===== src/rtl/i2s_frame_tx.sv =====
// i2s_frame_tx: serialises one frame onto an I2S-style bit clock / data pair.
// A 16-bit header {num_modules_x, num_modules_y, 2'b00, row_num} goes out first,
// followed by PAYLOAD_WORDS 32-bit words pulled through a valid/ready handshake.
// Every bit is sent MSB first and takes two clk cycles: sck low with the new
// bit, then sck high with the bit held.
// Ports:
//   clk, rst_n                   clock, asynchronous active-low reset
//   req_valid / req_ready        frame request handshake (ready only in IDLE)
//   num_modules_x/_y, row_num    header fields, captured on accept
//   word_data/_valid/_ready      payload word handshake (ready pulses in LOAD)
//   i2s_sck, i2s_data            serial bit clock (clk/2, gated) and data
//   busy, done                   frame in progress, one-cycle end-of-frame pulse
module i2s_frame_tx #(
  parameter int unsigned PAYLOAD_WORDS = 1
) (
  input  logic        clk,
  input  logic        rst_n,
  input  logic        req_valid,
  output logic        req_ready,
  input  logic [3:0]  num_modules_x,
  input  logic [3:0]  num_modules_y,
  input  logic [5:0]  row_num,
  input  logic [31:0] word_data,
  input  logic        word_valid,
  output logic        word_ready,
  output logic        i2s_sck,
  output logic        i2s_data,
  output logic        busy,
  output logic        done
);

  localparam int unsigned HDR_BITS  = 16;
  localparam int unsigned WORD_BITS = 32;
  localparam int unsigned CNT_W     = 5;

  typedef enum logic [2:0] {
    S_IDLE,
    S_HEADER,
    S_LOAD,
    S_PAYLOAD,
    S_DONE
  } state_e;

  state_e                 state_q, state_d;
  logic                   phase_q, phase_d;
  logic [CNT_W-1:0]       bit_cnt_q, bit_cnt_d;
  logic [CNT_W-1:0]       word_cnt_q, word_cnt_d;
  logic [WORD_BITS-1:0]   shift_q, shift_d;
  logic                   sck_q, sck_d;
  logic                   data_q, data_d;
  logic                   busy_q, busy_d;
  logic                   done_q, done_d;

  // State and registered-output flops
  always_ff @(posedge clk or negedge rst_n) begin
    if (!rst_n) begin
      state_q    <= S_IDLE;
      phase_q    <= 1'b0;
      bit_cnt_q  <= '0;
      word_cnt_q <= '0;
      shift_q    <= '0;
      sck_q      <= 1'b0;
      data_q     <= 1'b0;
      busy_q     <= 1'b0;
      done_q     <= 1'b0;
    end else begin
      state_q    <= state_d;
      phase_q    <= phase_d;
      bit_cnt_q  <= bit_cnt_d;
      word_cnt_q <= word_cnt_d;
      shift_q    <= shift_d;
      sck_q      <= sck_d;
      data_q     <= data_d;
      busy_q     <= busy_d;
      done_q     <= done_d;
    end
  end

  // Next-state logic; outputs are decoded from the next state so they register
  // in the same cycle as the state they describe.
  always_comb begin
    state_d    = state_q;
    phase_d    = phase_q;
    bit_cnt_d  = bit_cnt_q;
    word_cnt_d = word_cnt_q;
    shift_d    = shift_q;
    sck_d      = 1'b0;
    data_d     = 1'b0;
    busy_d     = 1'b0;
    done_d     = 1'b0;

    unique case (state_q)
      S_IDLE: begin
        if (req_valid) begin
          state_d    = S_HEADER;
          shift_d    = {num_modules_x, num_modules_y, 2'b00, row_num, 16'h0000};
          phase_d    = 1'b0;
          bit_cnt_d  = '0;
          word_cnt_d = '0;
        end
      end
      S_HEADER: begin
        if (!phase_q) begin
          phase_d = 1'b1;
        end else begin
          phase_d = 1'b0;
          // No shift after the last bit so LOAD keeps driving it
          if (bit_cnt_q == CNT_W'(HDR_BITS - 1)) begin
            state_d = S_LOAD;
          end else begin
            bit_cnt_d = bit_cnt_q + CNT_W'(1);
            shift_d   = {shift_q[WORD_BITS-2:0], 1'b0};
          end
        end
      end
      S_LOAD: begin
        if (word_valid) begin
          state_d    = S_PAYLOAD;
          shift_d    = word_data;
          phase_d    = 1'b0;
          bit_cnt_d  = '0;
          word_cnt_d = word_cnt_q + CNT_W'(1);
        end
      end
      S_PAYLOAD: begin
        if (!phase_q) begin
          phase_d = 1'b1;
        end else begin
          phase_d = 1'b0;
          if (bit_cnt_q == CNT_W'(WORD_BITS - 1)) begin
            state_d = (word_cnt_q >= CNT_W'(PAYLOAD_WORDS)) ? S_DONE : S_LOAD;
          end else begin
            bit_cnt_d = bit_cnt_q + CNT_W'(1);
            shift_d   = {shift_q[WORD_BITS-2:0], 1'b0};
          end
        end
      end
      S_DONE: begin
        state_d    = S_IDLE;
        phase_d    = 1'b0;
        bit_cnt_d  = '0;
        word_cnt_d = '0;
        shift_d    = '0;
      end
      default: begin
        state_d = S_IDLE;
      end
    endcase

    busy_d = (state_d != S_IDLE);
    done_d = (state_d == S_DONE);
    // sck only toggles while bits are moving; LOAD stalls it low
    sck_d  = phase_d && ((state_d == S_HEADER) || (state_d == S_PAYLOAD));
    data_d = ((state_d == S_HEADER) || (state_d == S_LOAD) || (state_d == S_PAYLOAD))
             ? shift_d[WORD_BITS-1] : 1'b0;
  end

  assign req_ready  = (state_q == S_IDLE);
  assign word_ready = (state_q == S_LOAD) && word_valid;
  assign i2s_sck    = sck_q;
  assign i2s_data   = data_q;
  assign busy       = busy_q;
  assign done       = done_q;

endmodule


===== config.mk =====
export PLATFORM = sky130hd
export DESIGN_NAME = i2s_frame_tx
export DESIGN_NICKNAME = d
export VERILOG_FILES = /design/src/rtl/i2s_frame_tx.sv
export SDC_FILE = /design/constraint.sdc
export NUM_CORES = 1
export LEC_CHECK = 0
export ABC_AREA = 1
export CAP_MARGIN = 10
export CORE_UTILIZATION = 40
export DETAILED_ROUTE_END_ITERATION = 10
export PLACE_DENSITY_LB_ADDON = 0.12
export SYNTH_ARGS = -nofsm -noshare
export SYNTH_HDL_FRONTEND = slang
export SYNTH_SLANG_ARGS = --single-unit

===== constraint.sdc =====
create_clock -name clk -period 1.7 [get_ports clk]
set_input_delay 0.51 -clock clk [delete_from_list [all_inputs] [get_ports clk]]
set_output_delay 0.51 -clock clk [all_outputs]
set_load 0.005 [all_outputs]

-- Word level (Yosys, flattened, before mapping)
Index checks and enable logic that the tools add are counted.
- register bits after elaboration: 50
- latch bits: 0
- memory bits (writable): 0
- ROM bits: 0
- bits of input ports: 50
- output and inout port bits: 6
- memories: 0
- $add $sub $neg: 2
- multipliers: 0
- div/mod/pow operators: 0
- order comparisons: 1
- equal/unequal tests: 16
- shift-type cells: 0
- mux-type cells: 29
- bitwise gates (word level): 0
- reduce and logical (&&, ||, !) cells: 12
- operator list (kind ; count):
    $mux W32 ; 6
    $pmux W32 S5 ; 1
    $mux W5 ; 7
    $pmux W5 S5 ; 1
    $mux W3 ; 7
    $pmux W5 S3 ; 1
    $eq A3 B2 Y1 const B ; 4
    $ne A2 B2 Y1 const B ; 6
    $pmux W3 S4 ; 1
    $add A5 B1 Y5 const B ; 2
    $reduce_and A7 Y1 ; 1
    $eq A3 B1 Y1 const B ; 2
    $eq A3 B3 Y1 const B ; 2
    $reduce_bool A3 Y1 ; 2
    $eq A5 B4 Y1 const B ; 1
    $eq A5 B5 Y1 const B ; 1
    $ge A5 B1 Y1 const B ; 1
    $reduce_bool A5 Y1 ; 1
    $mux W1 ; 4
    $pmux W1 S4 ; 1
    $logic_not A3 Y1 ; 1
    $logic_or A1 B1 Y1 ; 3
    $reduce_and A3 Y1 ; 1
    $logic_and A1 B1 Y1 ; 2
    $reduce_or A2 Y1 ; 1

-- Longest topological paths before layout
- depth after elaboration: 9
- mapped depth: 13
- mapped depth without buffers: 13

-- Worst setup path before layout
Ideal clock, no wire load.
- path type: register -> register
- from: register bit_cnt_q[0]
- to: register shift_q[1]
- arrival: 1.614 ns
- slack: 0.017 ns
- stages on the path, launching flop included: 11
- period minus slack after synthesis: 1.683 ns
- path through: dfrtp_1 > ha_1 > nand2_1 > nor2_1 > ha_1 > inv_1 > nand2_1 > o21ai_2 > buf_6 > nand2_1 > nand3_1
- cells in the longest elaborated chain, start to end: 3
- elaborated cells on any way between the ends: 5
- RTL lines (what ; RTL line ; RTL):
    from (decl) ; 46 ; logic [CNT_W-1:0] bit_cnt_q, bit_cnt_d;
    from (signal assigned) ; 69 ; bit_cnt_q <= bit_cnt_d;
    $eq A5 B5 Y1 / $eq A5 B4 Y1 (equally long branches) ; 130, 108 ;
    $ne A2 B2 Y1 (no line) ; n/a ;
    $reduce_and A7 Y1 (no line) * ; n/a ;
    to (signal assigned) ; 71 ; shift_q <= shift_d;
    to (decl) ; 48 ; logic [WORD_BITS-1:0] shift_q, shift_d;
Mark *: on every way between the ends. The rest lies on a longest branch, timed or not.
A chain may end at the register's enable or synchronous reset.

-- Worst setup path after layout
- from: register bit_cnt_q[1]
- to: register shift_q[24]
The elaborated chain is that of the path after synthesis.

==> implementation parameters <==
Parameter                              Value

Outcome
  Outcome    complete, but fails checks
  Violations in the final reports    negative setup slack

Flow run
  Number of violations of the max-capacitance limit    0

Power and ir drop
  IR drop worst, VDD    0.5719 mV
  Leakage power total    0.001995 uW
  Power density over the cells    951.6 nW/um2

Route
  Number of DRC violations after detailed routing    0
  DR pass1 iterations    4
  DRC violation total after the first TritonRoute iteration    59
  Total length of routed wires    6.432 mm
  Wirelength per Cell    12.64 um
  Vias    2437
  Post-DR vias/cell    4.788
  Remaining antenna violation count after routing    0

Finish
  Design area    3847 um2
  Number of nets in the layout    486
  Layout Area Growth over Synthesis    46.36%
  Count of placed standard cells in the final layout, fillers left out    509
  ANT cells    0
  Fraction of final layout cells with drive strength greater than 1    0.2477

Floorplanning
  Std cell rows    29
  Die height    83.07 um
  Count of pins on the block boundary    56
  Floorplan Core Area    6350 um2
  Die outline width    83.07 um
  Starting Density    0.4140
  Die outline area    6900 um2

Clock tree
  TritonCTS clock tree    done
  Maximum buffer depth of the clock tree    2
  Source-to-sink clock delay at the later pin of the worst-skew pair    0.31 ns
  CTS root buffer    sky130_fd_sc_hd__clkbuf_8
  Number of levels in the clock H-tree    2
  Number of hold buffers added after cts    0
  Clock input transition at the sequential cells of the worst setup and hold paths    0.09 ns
  Clock Sinks    50
  Num CTS Buffers    5

Setup path
  Kind of cell with the highest combined delay on the critical path    flip-flops
  Critical Path Sink    shift_q[24]$_DFFE_PN0P_
  Crit path DAT    1.98 ns
  Flop2flop setup slack    -0.04 ns
  Ordered list of cells on the worst path    ha_2 > nand2_2 > nor2_4 > ha_4 > inv_4 > nand2_4 > o21ai_4 > clkbuf_16 > a21oi_2 > nand2_1
  Required time of the worst setup path    1.94 ns
  Length in cells of the worst reg-to-reg path    10
  Crit Path Max Fanout    8
  Maximum cell stage delay along the critical path    0.39 ns
  Crit. End Element    flop
  Startpoint type of the worst setup path    flop
  Critical register-to-register path endpoint    shift_q[24]$_DFFE_PN0P_
  CP max stage cell    sky130_fd_sc_hd__dfrtp_1
  Worst Setup SP    bit_cnt_q[1]$_DFFE_PN0P_
  Reg-to-reg critical path startpoint    bit_cnt_q[1]$_DFFE_PN0P_
  Critical path depth    10
  WP buf/inv    2
  Start-to-end type of the worst setup path    reg -> reg

Yosys
  Cell types occupying the most area after synthesis    sky130_fd_sc_hd__dfrtp_1 48%, sky130_fd_sc_hd__nand2_1 23%, sky130_fd_sc_hd__nand3_1 5.9%
  Part of the Yosys area used for sequential elements    0.4760
  Yosys top cell area share    0.4760
  Number of distinct library cells after synthesis    24
  Post-Synthesis Mean Instance Area    7.598 um2
  Cell taking the most area after synthesis    sky130_fd_sc_hd__dfrtp_1
  Yosys warning total    0
  Nets in the synthesized netlist    401
  Flops & latches, synth    50
  Count of mapped cells out of synthesis    346
  Post-synthesis instance area    2629 um2

Placement
  Buffers on Ports    55
  Final GP Congestion    0.7783
  Post-DP HPWL    3.929 mm
  Total placed instance area    3392 um2
  Placed Cells    492
  Worst setup timing slack at the placement stage    -0.6168 ns

Timing
  Worst Skew    0.01144 ns
  Final count of negative-setup-slack endpoints    8
  Worst slew pin tran    0.4048 ns
  Count of final hold-check violations    0
  Min Tclk post-route    1.736 ns
  Minimum hold slack    0.1835 ns
  Max-slew violation count    0
  Unrepaired setup endpoints after global routing    yes
  Highest clock rate    0.5759 GHz
  Fin worst setup slack    -0.03650 ns
  Fin crit share    1.021
  Slew margin rel.    0.7298

Global route
  Overall routing resource usage    0.1739
  Overflow left after global routing    0
  Largest net degree at the start of global routing    51
  Antenna violations before repair    0
  Vias in the first global route    2267
  First-pass GRT wire length    9.839 mm

Worst hold path
  Min-delay worst type    in -> async
-- power breakdown --
group | switching (uW) | internal, uW | total [uW]
Sequential | 225 | 1490 | 1710
Combinational | 619 | 636 | 1260
Clock | 401 | 291 | 693
-- cell usage in the layout (no fill, tap or decap), types with 10 or more instances in the layout --
master / netlist / final
sky130_fd_sc_hd__clkdlybuf4s50_1: 0 / 51
sky130_fd_sc_hd__inv_1: 27 / 23
sky130_fd_sc_hd__buf_4: 0 / 22
sky130_fd_sc_hd__nand3_2: 2 / 12
sky130_fd_sc_hd__nand3_1: 31 / 21
sky130_fd_sc_hd__nand2_1: 161 / 149
sky130_fd_sc_hd__a21oi_2: 0 / 12
sky130_fd_sc_hd__nor2_1: 13 / 10
sky130_fd_sc_hd__dfrtp_1: 50 / 50
sky130_fd_sc_hd__nand2_2: 3 / 10
-- how the worst min path moves through the flow --
stage | start | to | slack (ns) | depth (start not counted)
global placement | bit_cnt_q[3]$_DFFE_PN0P_ | bit_cnt_q[3]$_DFFE_PN0P_ | 0.46 | 2
finish | rst_n | word_cnt_q[3]$_DFFE_PN0P_ | 0.18 | 2
CTS | rst_n | shift_q[10]$_DFFE_PN0P_ | 0.19 | 2
floorplan | rst_n | bit_cnt_q[0]$_DFFE_PN0P_ | 0.21 | 0
global route | rst_n | word_cnt_q[3]$_DFFE_PN0P_ | 0.20 | 2
detailed placement | shift_q[24]$_DFFE_PN0P_ | shift_q[25]$_DFFE_PN0P_ | 0.46 | 2
-- metal layers --
layer | GRT usage | share of wire | vias to the layer above
met3 | 0.03380 | 0.028 | 4
met1 | 0.2249 | 0.47 | 1154
li1 | - | - | 1244
met5 | 0 | 0 | -
met4 | 0.04232 | 0.0079 | 0
met2 | 0.2996 | 0.49 | 35
-- worst reg2reg max path, stage by stage, from the launching register on --
cell,delay [ns]
sky130_fd_sc_hd__dfrtp_1,0.39
sky130_fd_sc_hd__ha_2,0.19
sky130_fd_sc_hd__nand2_2,0.07
sky130_fd_sc_hd__nor2_4,0.06
sky130_fd_sc_hd__ha_4,0.17
sky130_fd_sc_hd__inv_4,0.07
sky130_fd_sc_hd__nand2_4,0.06
sky130_fd_sc_hd__o21ai_4,0.31
sky130_fd_sc_hd__clkbuf_16,0.24
sky130_fd_sc_hd__a21oi_2,0.06
sky130_fd_sc_hd__nand2_1,0.06
-- timing repair --
item | in CTS | in global routing
pin swaps | 2 | 29
setup buffers | 1 | 2
cloned | 2 | 4
endpoints found under the setup margin | 39 | 42
gates resized for setup | 23 | 57
-- area by class of cell --
cell class / instances / area (um2)
Fill cell: 578 / 2502
Multi-Input combinational cell: 254 / 1393
Sequential cell: 50 / 1251
Timing Repair Buffer: 89 / 902.1
Inverter: 31 / 118.9
Tap cell: 77 / 96.34
Clock buffer: 6 / 72.57
Clock inverter: 2 / 13.76
-- synth_stat cells (all sizes together) --
cell type  count
a21boi         1
a21oi         14
buf           10
clkbuf         1
dfrtp         50
ha             5
inv           31
nand2        165
nand3         33
nand3b         1
nand4          2
nor2          18
o211ai         1
o21ai          8
o22ai          1
xor2           5
-- flip-flops by register name (all words and copies together) (netlist names) --
signal	count
word_cnt_q	5
phase_q	1
state_q	3
busy	1
i2s_sck	1
shift_q	32
bit_cnt_q	5
done	1
i2s_data	1
-- kinds of logic (layout without fill, tap and decap cells) --
logic type,Yosys count,in the layout,share of synthesized area
xor gates and xnor gates,5,5,0.01666
DFF,50,50,0.4760
buffers and inverters,42,128,0.07901
and+or+nand+nor,219,219,0.3517
adders and majority gates,5,5,0.02380
AOI/OAI and AO/OA,25,25,0.05283
-- per-stage QoR --
step,setup TNS [ns],power (uW),util
2_1_floorplan,0,2272,-
3_3_place_gp,-8.726,2614,0.5342
3_5_place_dp,-9.364,2644,0.5342
4_1_cts,-0.06293,3393,0.5568
5_1_grt,-2.964,3908,0.6059
6_report,-0.1608,3661,0.6059
Power figures use the tool's default switching activity.
